`src/rtl/twiddle_gen_pkg.sv`:
```
// Shared constants, FSM encoding and the elaboration-time cosine quantiser
// for the FFT twiddle generator.
`ifndef DATA_WIDTH
`define DATA_WIDTH 16
`endif

package twiddle_gen_pkg;

  localparam int TG_DATA_WIDTH = `DATA_WIDTH;
  localparam int TG_LOG2_N_DEF = 5;
  localparam int TG_STAGE_W    = 4;
  localparam real TG_PI        = 3.14159265358979323846;

  typedef enum logic [0:0] {
    ST_IDLE = 1'b0,
    ST_SEQ  = 1'b1
  } tg_state_e;

  // Largest positive Q1.(dw-1) code; +1.0 saturates here.
  function automatic int q_max(input int dw);
    return (1 << (dw - 1)) - 1;
  endfunction

  // round(cos(2*pi*m/N) * 2^(dw-1)); only called for the first quarter wave,
  // so the value is never negative.
  function automatic int cos_q(input int m, input int log2n, input int dw);
    real ang;
    real v;
    int  r;
    ang = 2.0 * TG_PI * $itor(m) / $itor(1 << log2n);
    v   = $cos(ang) * $itor(1 << (dw - 1));
    r   = $rtoi(v + 0.5);
    if (r > q_max(dw)) r = q_max(dw);
    if (r < 0) r = 0;
    return r;
  endfunction

endpackage

```
`src/rtl/twiddle_quarter_rom.sv`:
```
// Quarter-wave cosine table (entries 0..N/4) with two registered read ports
// so the real and imaginary parts are fetched in the same cycle.
module twiddle_quarter_rom
  import twiddle_gen_pkg::*;
#(
  parameter int LOG2_N     = 5,
  parameter int DATA_WIDTH = 16
) (
  input  logic                  clk,
  input  logic                  rst_n,
  input  logic                  en_i,
  input  logic [LOG2_N-2:0]     addr_a_i,
  input  logic [LOG2_N-2:0]     addr_b_i,
  output logic [DATA_WIDTH-1:0] data_a_o,
  output logic [DATA_WIDTH-1:0] data_b_o
);

  localparam int DEPTH = 1 << (LOG2_N - 1);
  localparam int QN    = 1 << (LOG2_N - 2);

  logic [DATA_WIDTH-1:0] tab [DEPTH];
  logic [DATA_WIDTH-1:0] data_a_q;
  logic [DATA_WIDTH-1:0] data_b_q;

  // Addresses above N/4 are never produced by the fold; they read zero.
  for (genvar m = 0; m < DEPTH; m++) begin : g_tab
    localparam int V = (m <= QN) ? cos_q(m, LOG2_N, DATA_WIDTH) : 0;
    assign tab[m] = V[DATA_WIDTH-1:0];
  end

  always_ff @(posedge clk or negedge rst_n) begin
    if (!rst_n) begin
      data_a_q <= '0;
      data_b_q <= '0;
    end else if (en_i) begin
      data_a_q <= tab[addr_a_i];
      data_b_q <= tab[addr_b_i];
    end
  end

  assign data_a_o = data_a_q;
  assign data_b_o = data_b_q;

endmodule

```
`src/rtl/twiddle_gen.sv`:
```
// Radix-2 FFT twiddle generator: direct lookup or per-stage sequence,
// three-stage pipeline (fold, ROM read, sign) with a global stall.
module twiddle_gen
  import twiddle_gen_pkg::*;
#(
  parameter int DATA_WIDTH = TG_DATA_WIDTH,
  parameter int LOG2_N     = TG_LOG2_N_DEF
) (
  input  logic                    clk,
  input  logic                    rst_n,
  input  logic                    req_valid,
  output logic                    req_ready,
  input  logic                    req_seq,
  input  logic                    req_inv,
  input  logic [LOG2_N-2:0]       req_addr,
  input  logic [TG_STAGE_W-1:0]   req_stage,
  output logic                    out_valid,
  input  logic                    out_ready,
  output logic [2*DATA_WIDTH-1:0] out_data,
  output logic [LOG2_N-2:0]       out_index,
  output logic                    out_last,
  output logic                    busy,
  output tg_state_e               dbg_state
);

  localparam int AW = LOG2_N - 1;
  localparam logic [AW-1:0] QN        = AW'(1 << (LOG2_N - 2));
  localparam logic [AW-1:0] LAST_I    = '1;
  localparam logic [TG_STAGE_W-1:0] MAX_STAGE = TG_STAGE_W'(LOG2_N - 1);

  // Handshakes: a transfer happens on a rising edge where valid && ready.
  // Producers hold valid and payload until the transfer; ready never
  // depends on valid. The whole pipeline advances only when en is high.
  logic en;

  tg_state_e             state_q, state_d;
  logic [AW-1:0]         cnt_q, cnt_d;
  logic [TG_STAGE_W-1:0] stage_q, stage_d;
  logic                  inv_q, inv_d;

  logic                  issue;
  logic [AW-1:0]         iss_k;
  logic                  iss_inv;
  logic                  iss_last;
  logic [TG_STAGE_W-1:0] stage_clamp;
  logic [AW-1:0]         seq_mask;
  logic [TG_STAGE_W-1:0] seq_sh;

  logic                  k_le;
  logic [AW-1:0]         are_d, aim_d;

  logic                  v1_q, last1_q, nre1_q, nim1_q;
  logic [AW-1:0]         idx1_q, are1_q, aim1_q;
  logic                  v2_q, last2_q, nre2_q, nim2_q;
  logic [AW-1:0]         idx2_q;
  logic [DATA_WIDTH-1:0] rom_re, rom_im;
  logic [DATA_WIDTH-1:0] re_s, im_s;

  logic                    out_valid_q, out_last_q;
  logic [2*DATA_WIDTH-1:0] out_data_q;
  logic [AW-1:0]           out_index_q;

  assign en = !out_valid_q || out_ready;

  always_ff @(posedge clk or negedge rst_n) begin
    if (!rst_n) begin
      state_q <= ST_IDLE;
      cnt_q   <= '0;
      stage_q <= '0;
      inv_q   <= 1'b0;
    end else begin
      state_q <= state_d;
      cnt_q   <= cnt_d;
      stage_q <= stage_d;
      inv_q   <= inv_d;
    end
  end

  always_comb begin
    state_d     = state_q;
    cnt_d       = cnt_q;
    stage_d     = stage_q;
    inv_d       = inv_q;
    req_ready   = 1'b0;
    issue       = 1'b0;
    iss_k       = '0;
    iss_inv     = 1'b0;
    iss_last    = 1'b0;
    stage_clamp = (req_stage > MAX_STAGE) ? MAX_STAGE : req_stage;
    // stage_q == AW wraps the shift to zero, giving an all-ones mask.
    seq_mask    = (AW'(1) << stage_q) - AW'(1);
    seq_sh      = TG_STAGE_W'(AW) - stage_q;
    case (state_q)
      ST_IDLE: begin
        req_ready = en && rst_n;
        if (req_valid && req_ready) begin
          if (req_seq) begin
            state_d = ST_SEQ;
            stage_d = stage_clamp;
            inv_d   = req_inv;
            cnt_d   = '0;
          end else begin
            issue    = 1'b1;
            iss_k    = req_addr;
            iss_inv  = req_inv;
            iss_last = 1'b1;
          end
        end
      end
      ST_SEQ: begin
        if (en) begin
          issue    = 1'b1;
          iss_k    = (cnt_q & seq_mask) << seq_sh;
          iss_inv  = inv_q;
          iss_last = (cnt_q == LAST_I);
          if (cnt_q == LAST_I) begin
            state_d = ST_IDLE;
            cnt_d   = '0;
          end else begin
            cnt_d = cnt_q + AW'(1);
          end
        end
      end
      default: state_d = ST_IDLE;
    endcase
  end

  // Fold k onto the quarter wave. For k > N/4, N/2-k is taken modulo 2^AW,
  // which is exact because k is never zero on that branch.
  always_comb begin
    k_le  = (iss_k <= QN);
    are_d = k_le ? iss_k : (AW'(0) - iss_k);
    aim_d = k_le ? (QN - iss_k) : (iss_k - QN);
  end

  always_ff @(posedge clk or negedge rst_n) begin
    if (!rst_n) begin
      v1_q    <= 1'b0;
      last1_q <= 1'b0;
      nre1_q  <= 1'b0;
      nim1_q  <= 1'b0;
      idx1_q  <= '0;
      are1_q  <= '0;
      aim1_q  <= '0;
    end else if (en) begin
      v1_q    <= issue;
      last1_q <= iss_last;
      nre1_q  <= !k_le;
      nim1_q  <= !iss_inv;
      idx1_q  <= iss_k;
      are1_q  <= are_d;
      aim1_q  <= aim_d;
    end
  end

  twiddle_quarter_rom #(
    .LOG2_N     (LOG2_N),
    .DATA_WIDTH (DATA_WIDTH)
  ) u_rom (
    .clk      (clk),
    .rst_n    (rst_n),
    .en_i     (en),
    .addr_a_i (are1_q),
    .addr_b_i (aim1_q),
    .data_a_o (rom_re),
    .data_b_o (rom_im)
  );

  always_ff @(posedge clk or negedge rst_n) begin
    if (!rst_n) begin
      v2_q    <= 1'b0;
      last2_q <= 1'b0;
      nre2_q  <= 1'b0;
      nim2_q  <= 1'b0;
      idx2_q  <= '0;
    end else if (en) begin
      v2_q    <= v1_q;
      last2_q <= last1_q;
      nre2_q  <= nre1_q;
      nim2_q  <= nim1_q;
      idx2_q  <= idx1_q;
    end
  end

  always_comb begin
    re_s = nre2_q ? -rom_re : rom_re;
    im_s = nim2_q ? -rom_im : rom_im;
  end

  always_ff @(posedge clk or negedge rst_n) begin
    if (!rst_n) begin
      out_valid_q <= 1'b0;
      out_last_q  <= 1'b0;
      out_data_q  <= '0;
      out_index_q <= '0;
    end else if (en) begin
      out_valid_q <= v2_q;
      out_last_q  <= last2_q;
      out_data_q  <= {re_s, im_s};
      out_index_q <= idx2_q;
    end
  end

  assign out_valid = out_valid_q;
  assign out_last  = out_last_q;
  assign out_data  = out_data_q;
  assign out_index = out_index_q;
  assign busy      = (state_q == ST_SEQ) || v1_q || v2_q || out_valid_q;
  assign dbg_state = state_q;

endmodule

```
`config.mk`:
```
export PLATFORM = sky130hd
export DESIGN_NAME = twiddle_gen
export DESIGN_NICKNAME = d
export VERILOG_FILES = /design/src/rtl/twiddle_gen_pkg.sv /design/src/rtl/twiddle_quarter_rom.sv /design/src/rtl/twiddle_gen.sv
export SDC_FILE = /design/constraint.sdc
export NUM_CORES = 1
export LEC_CHECK = 0
export ABC_CLOCK_PERIOD_IN_PS = 2900
export BUFFER_PORTS_ARGS = -buffer_cell sky130_fd_sc_hd__buf_2
export CAP_MARGIN = 30
export CORE_MARGIN = 8
export CORE_UTILIZATION = 40
export DETAILED_ROUTE_END_ITERATION = 7
export PLACE_DENSITY_LB_ADDON = 0.1
export SYNTH_ARGS = -nofsm -noshare
export SYNTH_HDL_FRONTEND = slang
export SYNTH_SLANG_ARGS = --single-unit
```
`constraint.sdc`:
```
create_clock -name clk -period 2.9 [get_ports clk]
set_clock_uncertainty 0.2 [all_clocks]
set_input_delay 0.29 -clock clk [delete_from_list [all_inputs] [get_ports clk]]
set_output_delay 0.29 -clock clk [all_outputs]
set_load 0.05 [all_outputs]
```
==> results.env <==
RUN_STATUS='completed'
DESIGN.FINAL.NETS=639
REMAINING_DRC_ERRORS=0
LAYOUT.FILLER_CELLS=1238
POWER.IR.VDD_WORST_mV=0.445
MAX_SLEW.WORST_PIN.SLEW_PS=708
WORST_EP_ARRIVAL_TIME_PS=2730
CTS_SETUP_BUFFERS=0
TIMING.CRITICAL_PATH.TO_TYPE='flip-flop'
GR-TOTAL-OVERFLOW=0
SYNTH_SEQ_AREA_SHARE_PCT=48.6
POST_SYNTH_INSTANCE_AREA_SQ_UM=5140
GRT_FIRST_PASS_WIRELENGTH_MM=19.7
GRT_MAX_DEGREE=128
SYNTHESIZED_NETLIST_CELL_COUNT=560
MULTIINPUTGATEAREA_SQ_UM=2440
SYNTH_COMMON_CELLS='sky130_fd_sc_hd__nand2_1 (136), sky130_fd_sc_hd__dfrtp_1 (100), sky130_fd_sc_hd__o21ai_0 (73), sky130_fd_sc_hd__clkbuf_1 (27), sky130_fd_sc_hd__xor2_1 (23)'
IO_PINS=55
DPL_CELL_AREA_SQ_UM=5590
GLOBALPLACE.CONGESTION=0.850
HOLDCRITSTARTPOINT='req_stage[2]'
PERIOD_MINUS_SLACK_PS=2640
RR_ENDPOINT='aim1_q[3]'
HOLDPATHSTAGES=4
COUNT_OF_PINS_OVER_THEIR_SLEW_LIMIT=0
CTS_BUFFERS=9
NETLIST.AREA_LEADER.SHARE_PCT=48.6
POWER.INTERNAL_mW=3.89
SEQ_POWER_SHARE_PCT=36.3
ROWS=41
ASYNC_FLOP_SHARE_PCT=100
FLOORPLAN.DIE_AREA_SQ_UM=16700
SYNTH-WARNING-COUNT=0
SEQCELLAREA_SQ_UM=2500
SHARE_COMB_OF_TOTAL_POWER_PCT=47.0
SETUP_VIOL=0
DIE_HEIGHT_UM=129
GRT_SETUP_UNREPAIRED='no'
NET-SWITCHING-POWER_mW=3.47
CORE_AREA_SQ_UM=12600
PATH_CLASS='flip-flop to flip-flop'
YOSYS.CELL_COUNT.TOP_TYPE='sky130_fd_sc_hd__nand2_1'
DEPTH_OF_THE_MOST_CRITICAL_REG_TO_REG_PATH=8
POSTROUTEANTENNANETS=0
PLACEMENT.IO_BUFFERS=54
SYNTHTOLAYOUTAREAGROWTH_PCT=15.5
TIMING.HOLD.WORST_ENDPOINT='stage_q[1]'
CTS_MAX_PATH_BUFFERS=2
GRT_USAGE_PCT=14.8
CLOCK_LATENCY_PS=350
SYNTH.DISTINCT_CELLS=49
ROUTED-VIA-COUNT=3943
INITIAL_CORE_UTILIZATION_PCT=40.9
FINALHOLDVIOLCOUNT=0
STDCELL_AREA_SQ_UM=5940
WORST_PATH_REQUIRED_PS=2980
VIASPERCELL=5.02
WORST_PATH_MAX_FANOUT=8
SYNTH.LARGEST_AREA_CELL='sky130_fd_sc_hd__dfrtp_1'
FF2FF_SETUP_SLACK_PS=260
TIMING.FINAL.CRIT_SHARE_PCT=91.2
HPWLAFTERDP_MM=8.00
CP-STARTPOINT='stage_q[0]'
NUMBER_OF_SINKS_DRIVEN_BY_THE_CLOCK_TREE=100
ANTENNA_VIOLATIONS_BEFORE_REPAIR=0
TOTALWIRELENGTH_MM=11.6
SYNTH_EDF_COUNT=0
HOLD_CLASS='input port to flip-flop'
FIRST_GLOBAL_VIAS=3860
SYN_NETS=590
YS.FLOP_TYPE='sky130_fd_sc_hd__dfrtp_1'
ROUTED_WIRE_LENGTH_PER_INSTANCE_UM=14.7
CRITICAL_PATH.REG2REG.STARTPOINT='stage_q[0]'
MAX_SLEW_MARGIN_PCT=52.8
PATH_CLK_SLEW_PS=70
POWER.SHARE.CLOCK_PCT=16.7
FP.DIEW_UM=129
MAX_CAP_VIOLATIONS=0
SETUP_TOTAL_NEGATIVE_SLACK_PS=0
HTREEDEPTH=3
CTS_TREE='done'
SYNTH.FF_LATCH_COUNT=100
ACHIEVABLE-FREQUENCY_GHz=0.378
CRIT_PATH_START_KIND='flip-flop'
POWER_DENSITY_nW_PER_UM2=1240
SW_SHARE_PCT=47.1
SYNTHTOPCELLSBYAREA='sky130_fd_sc_hd__dfrtp_1 (49%), sky130_fd_sc_hd__nand2_1 (9.9%), sky130_fd_sc_hd__o21ai_0 (7.1%), sky130_fd_sc_hd__xor2_1 (3.9%), sky130_fd_sc_hd__ha_1 (3.9%)'
LAYOUT-DRIVE-GT1-SHARE_PCT=16.3
NUM_ANTENNA_CELLS=0
INITIALDRTVIOLATIONCOUNT=316
POWER.TOTAL_mW=7.36
LEAKAGEPOWER_nW=2.71
CLK_ROOT_BUFFER_CELL='sky130_fd_sc_hd__clkbuf_16'
SYN_AVG_CELL_AREA_SQ_UM=9.19
DETAILEDROUTE.FIRSTPASSITERATIONCOUNT=4
==> worst max path at each step <==
| stage | to | slack [ps] |
|---|---|---|
| floorplan | are1_q[1] | 110 |
| global placement | are1_q[1] | 170 |
| detailed placement | are1_q[1] | 90 |
| CTS | are1_q[1] | 80 |
| global route | aim1_q[3] | 10 |
| finish | aim1_q[3] | 260 |
==> worst max-delay path, stage by stage (launching register included) <==
cell                      delay, ps
sky130_fd_sc_hd__dfrtp_2        470
sky130_fd_sc_hd__inv_1          130
sky130_fd_sc_hd__ha_1           210
sky130_fd_sc_hd__xor2_1         290
sky130_fd_sc_hd__nor4_1          90
sky130_fd_sc_hd__a32oi_1        300
sky130_fd_sc_hd__ha_2           310
sky130_fd_sc_hd__or3b_2         450
sky130_fd_sc_hd__a21oi_1        130
==> cell type report <==
class / instances / area share, %
flip-flops and latches: 100 / 42.1
repair buffers: 71 / 7.12
inverters: 17 / 1.07
multi-input cells: 410 / 41.0
well taps: 172 / 3.62
clock buffers: 9 / 3.79
clock inverters: 7 / 1.26
==> layout by cell type (no fill, tap or decap), drive strengths merged, types with 5 or more instances in the layout <==
cell	instances
dfrtp	100
clkbuf	9
nor2	16
mux2	5
inv	19
nor3	7
buf	67
nand2	136
a21o	5
nor2b	7
xnor2	10
nand3	12
a22o	13
mux2i	5
xor2	23
ha	16
o31ai	7
a21oi	18
o21ai	74
o41ai	5
nand2b	5
==> timing repair <==
| item | CTS | global route |
|---|---|---|
| hold endpoints to repair | 55 | 0 |
| gates resized for setup | 0 | 6 |
| hold buffers | 4 | 0 |
| setup endpoints to repair | 0 | 4 |
==> through the flow <==
stage          utilization, %  instances  worst slack, ps  hold slack, ps
3_5_place_dp             44.5        766             92.5             254
2_1_floorplan               -        560              108            -206
4_1_cts                  47.2        786             78.5           0.329
5_1_grt                  47.3        786             14.9            38.3
6_report                 47.3        786              256            10.0
3_3_place_gp             44.5        766              173             250
==> metal layers <==
layer | vias up | global-route usage (%) | wire [um]
li1 | 2021 | - | -
met1 | 1853 | 20.2 | 5830
met2 | 57 | 22.1 | 5040
met3 | 12 | 3.41 | 519
met4 | 0 | 6.15 | 187
met5 | - | 0 | 0
==> logic make-up (layout without fill, tap and decap cells) <==
group / Yosys count / count (layout) / share of synthesized area, %
buffers and inverters: 50 / 104 / 4.43
xor gates and xnor gates: 33 / 33 / 5.62
muxes: 10 / 10 / 2.07
DFF: 100 / 100 / 48.6
AOI/OAI and AO/OA: 143 / 143 / 17.3
and+or+nand+nor: 208 / 208 / 18.1
adders and majority gates: 16 / 16 / 3.89
==> power groups by stage <==
stage	clock network, mW	registers (mW)	logic [mW]
4_1_cts	1.28	2.68	3.49
2_1_floorplan	0	3.35	1.95
6_report	1.23	2.67	3.46
3_3_place_gp	0	2.67	3.45
5_1_grt	1.33	2.79	3.87
3_5_place_dp	0	2.70	3.48
==> flip-flops by register name, summed over array words and instances (netlist names) <==
| register | cells |
|---|---|
| idx2_q | 4 |
| nre2_q | 1 |
| v1_q | 1 |
| nim2_q | 1 |
| dbg_state | 1 |
| last1_q | 1 |
| u_rom.data_a_o | 15 |
| out_index | 4 |
| are1_q | 3 |
| inv_q | 1 |
| stage_q | 4 |
| out_last | 1 |
| out_data | 32 |
| last2_q | 1 |
| v2_q | 1 |
| u_rom.data_b_o | 15 |
| nim1_q | 1 |
| nre1_q | 1 |
| out_valid | 1 |
| aim1_q | 3 |
| idx1_q | 4 |
| cnt_q | 4 |
Note: power is estimated with default switching activity, not from simulation.
